File: src/rtl/phaser_in_tap_ctrl_if.sv
// Request/status bundle of phaser_in_tap_ctrl: rank/lane select, tap step/load/read
// requests, divider reset request and the registered status outputs.
interface phaser_in_tap_ctrl_if #(
    parameter int NUM_LANES = 2,
    parameter int TAP_WIDTH = 6
);
    logic                           DIVIDERST;
    logic [1:0]                     RANKSEL;
    logic [1:0]                     LANESEL;
    logic                           FINEENABLE;
    logic                           FINEINC;
    logic                           COUNTERLOADEN;
    logic [TAP_WIDTH-1:0]           COUNTERLOADVAL;
    logic                           COUNTERREADEN;
    logic [TAP_WIDTH-1:0]           COUNTERREADVAL;
    logic                           FINEOVERFLOW;
    logic [NUM_LANES*TAP_WIDTH-1:0] TAPVAL;
    logic                           BUSY;
    logic                           ISERDESRST;

    modport master (
        output DIVIDERST, RANKSEL, LANESEL, FINEENABLE, FINEINC,
               COUNTERLOADEN, COUNTERLOADVAL, COUNTERREADEN,
        input  COUNTERREADVAL, FINEOVERFLOW, TAPVAL, BUSY, ISERDESRST
    );

    modport slave (
        input  DIVIDERST, RANKSEL, LANESEL, FINEENABLE, FINEINC,
               COUNTERLOADEN, COUNTERLOADVAL, COUNTERREADEN,
        output COUNTERREADVAL, FINEOVERFLOW, TAPVAL, BUSY, ISERDESRST
    );
endinterface

File: src/rtl/phaser_in_tap_ctrl.sv
// Multi-rank, multi-lane fine-delay tap controller with settle-window rank switching
// and ISERDESRST pulse sequencing for the capture SERDES.
module phaser_in_tap_ctrl #(
    parameter int    NUM_RANKS        = 4,
    parameter int    NUM_LANES        = 2,
    parameter int    TAP_WIDTH        = 6,
    parameter int    FINE_DELAY       = 0,
    parameter string WRAP_MODE        = "SATURATE",
    parameter int    SETTLE_CYCLES    = 4,
    parameter string EN_ISERDES_RST   = "FALSE",
    parameter int    RST_PULSE_CYCLES = 8
) (
    input logic                 SYSCLK,
    input logic                 RST,
    phaser_in_tap_ctrl_if.slave bus
);
    localparam logic [TAP_WIDTH-1:0] TMAX        = '1;
    localparam logic [TAP_WIDTH-1:0] TAP_INIT    = TAP_WIDTH'(FINE_DELAY);
    localparam logic [1:0]           RANK_MAX    = 2'(NUM_RANKS - 1);
    localparam logic [1:0]           LANE_MAX    = 2'(NUM_LANES - 1);
    localparam logic [3:0]           SETTLE_LOAD = 4'(SETTLE_CYCLES);
    localparam logic [4:0]           PULSE_LOAD  = 5'(RST_PULSE_CYCLES);
    localparam bit                   WRAP_EN     = (WRAP_MODE == "WRAP");
    localparam bit                   ISR_EN      = (EN_ISERDES_RST == "TRUE");

    typedef enum logic { RS_IDLE, RS_SWITCH } rank_state_e;
    typedef enum logic { IR_HOLD, IR_OFF }    isr_state_e;

    logic [TAP_WIDTH-1:0]           tap_q [NUM_RANKS][NUM_LANES];
    logic [TAP_WIDTH-1:0]           tap_d [NUM_RANKS][NUM_LANES];
    logic [NUM_LANES*TAP_WIDTH-1:0] tapval_q, tapval_d;
    logic [TAP_WIDTH-1:0]           readval_q, readval_d;
    logic                           fine_ovf_q, fine_ovf_d;
    logic                           busy_q, busy_d;
    logic                           iserdesrst_q, iserdesrst_d;

    rank_state_e                    rank_state_q, rank_state_d;
    logic [1:0]                     active_rank_q, active_rank_d;
    logic [1:0]                     pending_rank_q, pending_rank_d;
    logic [3:0]                     settle_cnt_q, settle_cnt_d;

    isr_state_e                     isr_state_q, isr_state_d;
    logic [4:0]                     isr_cnt_q, isr_cnt_d;

    logic [1:0]                     rank_req;
    logic                           lane_ok;
    logic [TAP_WIDTH-1:0]           sel_tap;
    logic [TAP_WIDTH-1:0]           new_tap;
    logic                           tap_wr;

    // Tap datapath: select, step/load, read capture of the pre-update value.
    always_comb begin
        // NOTE: every combinational output gets a default first so no path can infer a latch.
        rank_req   = (bus.RANKSEL > RANK_MAX) ? RANK_MAX : bus.RANKSEL;
        lane_ok    = (bus.LANESEL <= LANE_MAX);
        sel_tap    = '0;
        new_tap    = '0;
        tap_wr     = 1'b0;
        fine_ovf_d = fine_ovf_q;
        readval_d  = readval_q;
        tap_d      = tap_q;

        for (int r = 0; r < NUM_RANKS; r++) begin
            for (int l = 0; l < NUM_LANES; l++) begin
                if (2'(r) == active_rank_q && 2'(l) == bus.LANESEL) begin
                    sel_tap = tap_q[r][l];
                end
            end
        end

        if (bus.COUNTERREADEN && lane_ok) begin
            readval_d = sel_tap;
        end

        if (!busy_q && lane_ok) begin
            if (bus.COUNTERLOADEN) begin
                tap_wr     = 1'b1;
                new_tap    = bus.COUNTERLOADVAL;
                fine_ovf_d = 1'b0;
            end else if (bus.FINEENABLE) begin
                tap_wr = 1'b1;
                if (bus.FINEINC) begin
                    if (sel_tap == TMAX) begin
                        fine_ovf_d = 1'b1;
                        new_tap    = WRAP_EN ? '0 : TMAX;
                    end else begin
                        new_tap = sel_tap + 1'b1;
                    end
                end else begin
                    if (sel_tap == '0) begin
                        fine_ovf_d = 1'b1;
                        new_tap    = WRAP_EN ? TMAX : '0;
                    end else begin
                        new_tap = sel_tap - 1'b1;
                    end
                end
            end
        end

        for (int r = 0; r < NUM_RANKS; r++) begin
            for (int l = 0; l < NUM_LANES; l++) begin
                if (tap_wr && 2'(r) == active_rank_q && 2'(l) == bus.LANESEL) begin
                    tap_d[r][l] = new_tap;
                end
            end
        end
    end

    // Rank switch: a new request (or a retarget mid-switch) restarts the settle window.
    always_comb begin
        rank_state_d   = rank_state_q;
        active_rank_d  = active_rank_q;
        pending_rank_d = pending_rank_q;
        settle_cnt_d   = settle_cnt_q;
        busy_d         = busy_q;

        case (rank_state_q)
            RS_IDLE: begin
                if (rank_req != active_rank_q) begin
                    pending_rank_d = rank_req;
                    settle_cnt_d   = SETTLE_LOAD;
                    rank_state_d   = RS_SWITCH;
                    busy_d         = 1'b1;
                end
            end
            RS_SWITCH: begin
                if (rank_req != pending_rank_q) begin
                    pending_rank_d = rank_req;
                    settle_cnt_d   = SETTLE_LOAD;
                end else if (settle_cnt_q <= 4'd1) begin
                    active_rank_d = pending_rank_q;
                    rank_state_d  = RS_IDLE;
                    busy_d        = 1'b0;
                end else begin
                    settle_cnt_d = settle_cnt_q - 4'd1;
                end
            end
            default: begin
                rank_state_d = RS_IDLE;
                busy_d       = 1'b0;
            end
        endcase
    end

    // TAPVAL follows the next-state taps of the next-state rank so it flips with BUSY.
    always_comb begin
        tapval_d = '0;
        for (int l = 0; l < NUM_LANES; l++) begin
            for (int r = 0; r < NUM_RANKS; r++) begin
                if (2'(r) == active_rank_d) begin
                    tapval_d[l*TAP_WIDTH +: TAP_WIDTH] = tap_d[r][l];
                end
            end
        end
    end

    always_comb begin
        isr_state_d  = isr_state_q;
        isr_cnt_d    = isr_cnt_q;
        iserdesrst_d = iserdesrst_q;

        if (ISR_EN) begin
            case (isr_state_q)
                IR_HOLD: begin
                    if (bus.DIVIDERST) begin
                        isr_cnt_d = PULSE_LOAD;
                    end else if (isr_cnt_q <= 5'd1) begin
                        isr_state_d  = IR_OFF;
                        iserdesrst_d = 1'b0;
                    end else begin
                        isr_cnt_d = isr_cnt_q - 5'd1;
                    end
                end
                IR_OFF: begin
                    if (bus.DIVIDERST) begin
                        isr_state_d  = IR_HOLD;
                        isr_cnt_d    = PULSE_LOAD;
                        iserdesrst_d = 1'b1;
                    end
                end
                default: begin
                    isr_state_d  = IR_HOLD;
                    isr_cnt_d    = PULSE_LOAD;
                    iserdesrst_d = 1'b1;
                end
            endcase
        end
    end

    // NOTE: state flops use non-blocking assignment so every flop samples pre-edge values.
    always_ff @(posedge SYSCLK or posedge RST) begin
        if (RST) begin
            // NOTE: the tap array is reset on purpose: every tap must come up at FINE_DELAY.
            for (int r = 0; r < NUM_RANKS; r++) begin
                for (int l = 0; l < NUM_LANES; l++) begin
                    tap_q[r][l] <= TAP_INIT;
                end
            end
            tapval_q       <= {NUM_LANES{TAP_INIT}};
            readval_q      <= '0;
            fine_ovf_q     <= 1'b0;
            busy_q         <= 1'b0;
            rank_state_q   <= RS_IDLE;
            active_rank_q  <= '0;
            pending_rank_q <= '0;
            settle_cnt_q   <= '0;
            isr_state_q    <= IR_HOLD;
            isr_cnt_q      <= PULSE_LOAD;
            iserdesrst_q   <= ISR_EN;
        end else begin
            tap_q          <= tap_d;
            tapval_q       <= tapval_d;
            readval_q      <= readval_d;
            fine_ovf_q     <= fine_ovf_d;
            busy_q         <= busy_d;
            rank_state_q   <= rank_state_d;
            active_rank_q  <= active_rank_d;
            pending_rank_q <= pending_rank_d;
            settle_cnt_q   <= settle_cnt_d;
            isr_state_q    <= isr_state_d;
            isr_cnt_q      <= isr_cnt_d;
            iserdesrst_q   <= iserdesrst_d;
        end
    end

    assign bus.TAPVAL         = tapval_q;
    assign bus.COUNTERREADVAL = readval_q;
    assign bus.FINEOVERFLOW   = fine_ovf_q;
    assign bus.BUSY           = busy_q;
    assign bus.ISERDESRST     = iserdesrst_q;
endmodule

File: src/flat_wrapper.sv
// flat-port wrapper written by rule: the top's interface ports become plain ports
module phaser_in_tap_ctrl_flat 
#(
    parameter int    NUM_RANKS        = 4,
    parameter int    NUM_LANES        = 2,
    parameter int    TAP_WIDTH        = 6,
    parameter int    FINE_DELAY       = 0,
    parameter string WRAP_MODE        = "        ",
    parameter int    SETTLE_CYCLES    = 4,
    parameter string EN_ISERDES_RST   = "     ",
    parameter int    RST_PULSE_CYCLES = 8
)
  (SYSCLK, RST, bus_DIVIDERST, bus_RANKSEL, bus_LANESEL, bus_FINEENABLE, bus_FINEINC, bus_COUNTERLOADEN, bus_COUNTERLOADVAL, bus_COUNTERREADEN, bus_COUNTERREADVAL, bus_FINEOVERFLOW, bus_TAPVAL, bus_BUSY, bus_ISERDESRST);
  phaser_in_tap_ctrl_if #(.NUM_LANES(NUM_LANES), .TAP_WIDTH(TAP_WIDTH)) bus_i ();
  input logic SYSCLK;
  input logic RST;
  input wire logic [$bits(bus_i.DIVIDERST)-1:0] bus_DIVIDERST;
  input wire logic [$bits(bus_i.RANKSEL)-1:0] bus_RANKSEL;
  input wire logic [$bits(bus_i.LANESEL)-1:0] bus_LANESEL;
  input wire logic [$bits(bus_i.FINEENABLE)-1:0] bus_FINEENABLE;
  input wire logic [$bits(bus_i.FINEINC)-1:0] bus_FINEINC;
  input wire logic [$bits(bus_i.COUNTERLOADEN)-1:0] bus_COUNTERLOADEN;
  input wire logic [$bits(bus_i.COUNTERLOADVAL)-1:0] bus_COUNTERLOADVAL;
  input wire logic [$bits(bus_i.COUNTERREADEN)-1:0] bus_COUNTERREADEN;
  output wire logic [$bits(bus_i.COUNTERREADVAL)-1:0] bus_COUNTERREADVAL;
  output wire logic [$bits(bus_i.FINEOVERFLOW)-1:0] bus_FINEOVERFLOW;
  output wire logic [$bits(bus_i.TAPVAL)-1:0] bus_TAPVAL;
  output wire logic [$bits(bus_i.BUSY)-1:0] bus_BUSY;
  output wire logic [$bits(bus_i.ISERDESRST)-1:0] bus_ISERDESRST;
  assign bus_i.DIVIDERST = bus_DIVIDERST;
  assign bus_i.RANKSEL = bus_RANKSEL;
  assign bus_i.LANESEL = bus_LANESEL;
  assign bus_i.FINEENABLE = bus_FINEENABLE;
  assign bus_i.FINEINC = bus_FINEINC;
  assign bus_i.COUNTERLOADEN = bus_COUNTERLOADEN;
  assign bus_i.COUNTERLOADVAL = bus_COUNTERLOADVAL;
  assign bus_i.COUNTERREADEN = bus_COUNTERREADEN;
  assign bus_COUNTERREADVAL = bus_i.COUNTERREADVAL;
  assign bus_FINEOVERFLOW = bus_i.FINEOVERFLOW;
  assign bus_TAPVAL = bus_i.TAPVAL;
  assign bus_BUSY = bus_i.BUSY;
  assign bus_ISERDESRST = bus_i.ISERDESRST;
  phaser_in_tap_ctrl #(.NUM_RANKS(NUM_RANKS), .NUM_LANES(NUM_LANES), .TAP_WIDTH(TAP_WIDTH), .FINE_DELAY(FINE_DELAY), .WRAP_MODE(WRAP_MODE), .SETTLE_CYCLES(SETTLE_CYCLES), .EN_ISERDES_RST(EN_ISERDES_RST), .RST_PULSE_CYCLES(RST_PULSE_CYCLES)) u_core (.SYSCLK(SYSCLK), .RST(RST), .bus(bus_i));
endmodule
File: config.mk
export PLATFORM = sky130hd
export DESIGN_NAME = phaser_in_tap_ctrl_flat
export DESIGN_NICKNAME = d
export VERILOG_FILES = /design/src/rtl/phaser_in_tap_ctrl_if.sv /design/src/rtl/phaser_in_tap_ctrl.sv /design/src/flat_wrapper.sv
export SDC_FILE = /design/constraint.sdc
export NUM_CORES = 1
export LEC_CHECK = 0
export BUFFER_PORTS_ARGS = -buffer_cell sky130_fd_sc_hd__buf_4
export CORE_MARGIN = 2
export CORE_UTILIZATION = 50
export CTS_CLUSTER_DIAMETER = 50
export DETAILED_ROUTE_END_ITERATION = 12
export GPL_TIMING_DRIVEN = 0
export PLACE_DENSITY_LB_ADDON = 0.15
export SLEW_MARGIN = 15
export SYNTH_ARGS = -nofsm -noshare
export SYNTH_HDL_FRONTEND = slang
export SYNTH_SLANG_ARGS = --single-unit
File: constraint.sdc
create_clock -name SYSCLK -period 5.2 [get_ports SYSCLK]
set_input_delay 1.04 -clock SYSCLK [delete_from_list [all_inputs] [get_ports SYSCLK]]
set_output_delay 1.04 -clock SYSCLK [all_outputs]
set_load 0.01 [all_outputs]
==> metrics <==
element type at the critical path end register; Main synth FF type dfrtp_1; period utilization 82.7%; post-layout util 59.3%; placeable core area 8260 um2; vias in the first global route 3461; final wirelength 11.7 mm; CTS buffer count 9; clk buf depth 2; setup bufs post-CTS 0; xor and xnor area share after synthesis 1.23%; Slew Limit Fails 0; syn nets 485; Leak 2.23 nW; Final Hold Vio Count 0; post-route setup TNS 0 ns; complex-gate fraction of the synthesized area 25.3%; Post-Synth Simple-Gate Area 17.3%; RSZ-0062 raised after global routing no; Worst setup SP type primary input; GR Util met3 4.03%; hold_buf cts 0; via count 3738; Synth area leader dfrtp_1; GRT met1 Usage 39.1%; Synth Area in Adders 1.47%; Yosys warning total 0; Final Setup Violations 0; Tot GR Track Use 27.0%; FILL cells 721; Setup CP Type primary input to register; PostCTS Resize Cnt 0; gr ovfl total 0; DRT Pass-1 Iters 7; Critical Path AT 4.54 ns; DRC Markers 0; DIE HEIGHT 96.4 um; via/cell ratio 6.06; post-synthesis sequential area ratio 45.1%; post-synth top area share 45.1%; Most Used Layer, Global Route met2; Power Density 541 nW/um2; share of cells above drive strength 1 16.8%; Layout area overhead 14.7%; starting density of the core 51.7%; number of max-cap violations 0; routability cong. 0.953; mapped cell area 4270 um2; WL/cell 18.9 um; synth top area cells dfrtp_1 45%, nor2_1 5.3%, a21oi_1 4.8%; Crit Path Max Fanout 9; Mapped Cells 463; hpwl dp 8.35 mm; number of synthesized register bits 77; die width 96.4 um; Distinct cells, synth 66; ant diodes 0; Peak VDD IR 0.266 mV; Worst Clk Skew 0.00643 ns; min Tclk post-route 4.30 ns; Worst Path Required 5.44 ns; HP Class register to register; cell row count 33; Antenna Nets Post-Route 0; Achievable Freq 232 MHz; initial antenna violation count 0; largest family of logic cells by synthesized area compound AO/OA/AOI/OAI gates; Slew @ Worst Pin 0.931 ns; initial drt markers 403; Clock Tree Root clkbuf_8; H-tree Lvls 3; syn_area_per_cell 9.22 um2; Nets 529; clock latency on the worst-skew pair 0.36 ns; die area 9290 um2; number of synthesized flops with an enable pin 0; first-pass GRT wire length 18.3 mm; input/output buffers 32; Slew headroom 37.4%; status finished, final reports clean; CTS tree built; clock sink total 77; largest net degree at the start of global routing 63; I/O pins 38; clock-pin slew on the worst setup and hold paths 0.08 ns; met2 Usage GRT 41.3%; Async SR Flop Fraction 100%; mux contribution to synthesized area 4.19%
-- cell type report --
cell class                      count  area, um2  share of cell area [%]
Buffer                             24        138                    2.81
Timing Repair Buffer               33        268                    5.47
Tap cell                          105        131                    2.68
Clock inverter                      6       86.3                    1.76
Sequential cell                    77       1930                    39.4
Clock buffer                       10        138                    2.81
Multi-Input combinational cell    339       2120                    43.3
Inverter                           23       88.8                    1.82
-- state kept, by name (all words and copies together), names as in the netlist --
register and flops:
u_core.active_rank_q 2, u_core.bus.BUSY 1, u_core.bus.COUNTERREADVAL 6, u_core.bus.FINEOVERFLOW 1
u_core.bus.TAPVAL 12, u_core.pending_rank_q 2, u_core.rank_state_q 1, u_core.settle_cnt_q 4
u_core.tap_q 48
-- critical path, cell delays in order --
cell and delay, ns:
clkbuf_1 0.20, nor2b_1 0.45, o21ai_0 0.21, a21oi_2 0.50, ha_1 0.27, nor3b_1 0.33
a31oi_1 0.27, o211a_1 0.19, a21oi_2 0.36, a21oi_1 0.17, a22o_1 0.26, a221o_1 0.27
-- metal layers --
layer,share of wire (%),routed length (um)
met1,46,5340
met2,44,5140
met3,8.2,956
met4,2.0,238
met5,0,0
-- placed cells by master (no fill, tap or decap), drive strengths merged, types with 3 or more instances in the layout --
master / instances
a22oi: 4
or3: 3
o211a: 4
a32o: 3
o31ai: 4
nand2: 48
a22o: 8
o21ai: 31
o22ai: 8
and2: 3
inv: 23
clkinv: 3
mux2: 5
xnor2: 4
ha: 5
clkbuf: 22
dfrtp: 77
a21oi: 47
a32oi: 3
nor4: 4
mux2i: 10
nand2b: 9
nor3: 8
nor2: 60
a21o: 3
nor2b: 6
nor3b: 3
buf: 45
a211o: 3
a31oi: 6
nand3: 10
a221o: 8
-- final timing paths --
kind | from | end | slack [ns] | cells past startpoint
worst max-delay path | bus_LANESEL[1] | u_core.bus.TAPVAL[7] | 0.90 | 12
worst min-delay path | u_core.bus.COUNTERREADVAL[4] | u_core.bus.COUNTERREADVAL[4] | 0.49 | 2
worst max register to register | u_core.active_rank_q[1] | u_core.bus.TAPVAL[7] | 1.25 | 13
worst min register to register | u_core.bus.COUNTERREADVAL[4] | u_core.bus.COUNTERREADVAL[4] | 0.49 | 2
max in group asynchronous | RST | u_core.tap_q[27] | 4.02 | 3
min in group asynchronous | RST | u_core.settle_cnt_q[2] | 0.60 | 2
-- metrics by stage --
stage / std cells / hold WS [ns] / area (um2) / setup WS (ns) / total power, mW
final: 617 / 0.487 / 4890 / 0.898 / 2.65
after detailed placement: 601 / 0.473 / 4670 / 0.638 / 2.12
after floorplan: 463 / 0.439 / 4270 / 1.42 / 1.75
after CTS: 617 / 0.492 / 4890 / 1.00 / 2.64
after global routing: 617 / 0.517 / 4890 / 0.637 / 2.82
after global placement: 600 / 0.465 / 4640 / 0.655 / 2.10
-- cells by family after synthesis --
family | Yosys count
adders and majority gates | 5
other | 1
DFF | 77
AOI/OAI and AO/OA | 152
xor gates and xnor gates | 6
and+or+nand+nor | 159
buffers and inverters | 47
muxes | 16
-- synth_stat cells (all sizes together) (5+ instances only) --
library cell	instances
mux2i	10
a221o	8
ha	5
clkbuf	12
nand3	10
a31oi	6
nor2b	6
dfrtp	77
o21ai	31
nor2	60
nand2b	9
nand2	48
a22o	8
a21oi	47
nor3	8
o22ai	8
inv	23
buf	12
mux2	5
-- where the power goes --
part           switching [mW]  total [mW]  internal, mW
Combinational           0.698        1.20         0.498
Clock                   0.231       0.514         0.282
Sequential              0.125       0.939         0.814
Total                    1.05        2.65          1.59
Note: power is estimated with default switching activity, not from simulation.
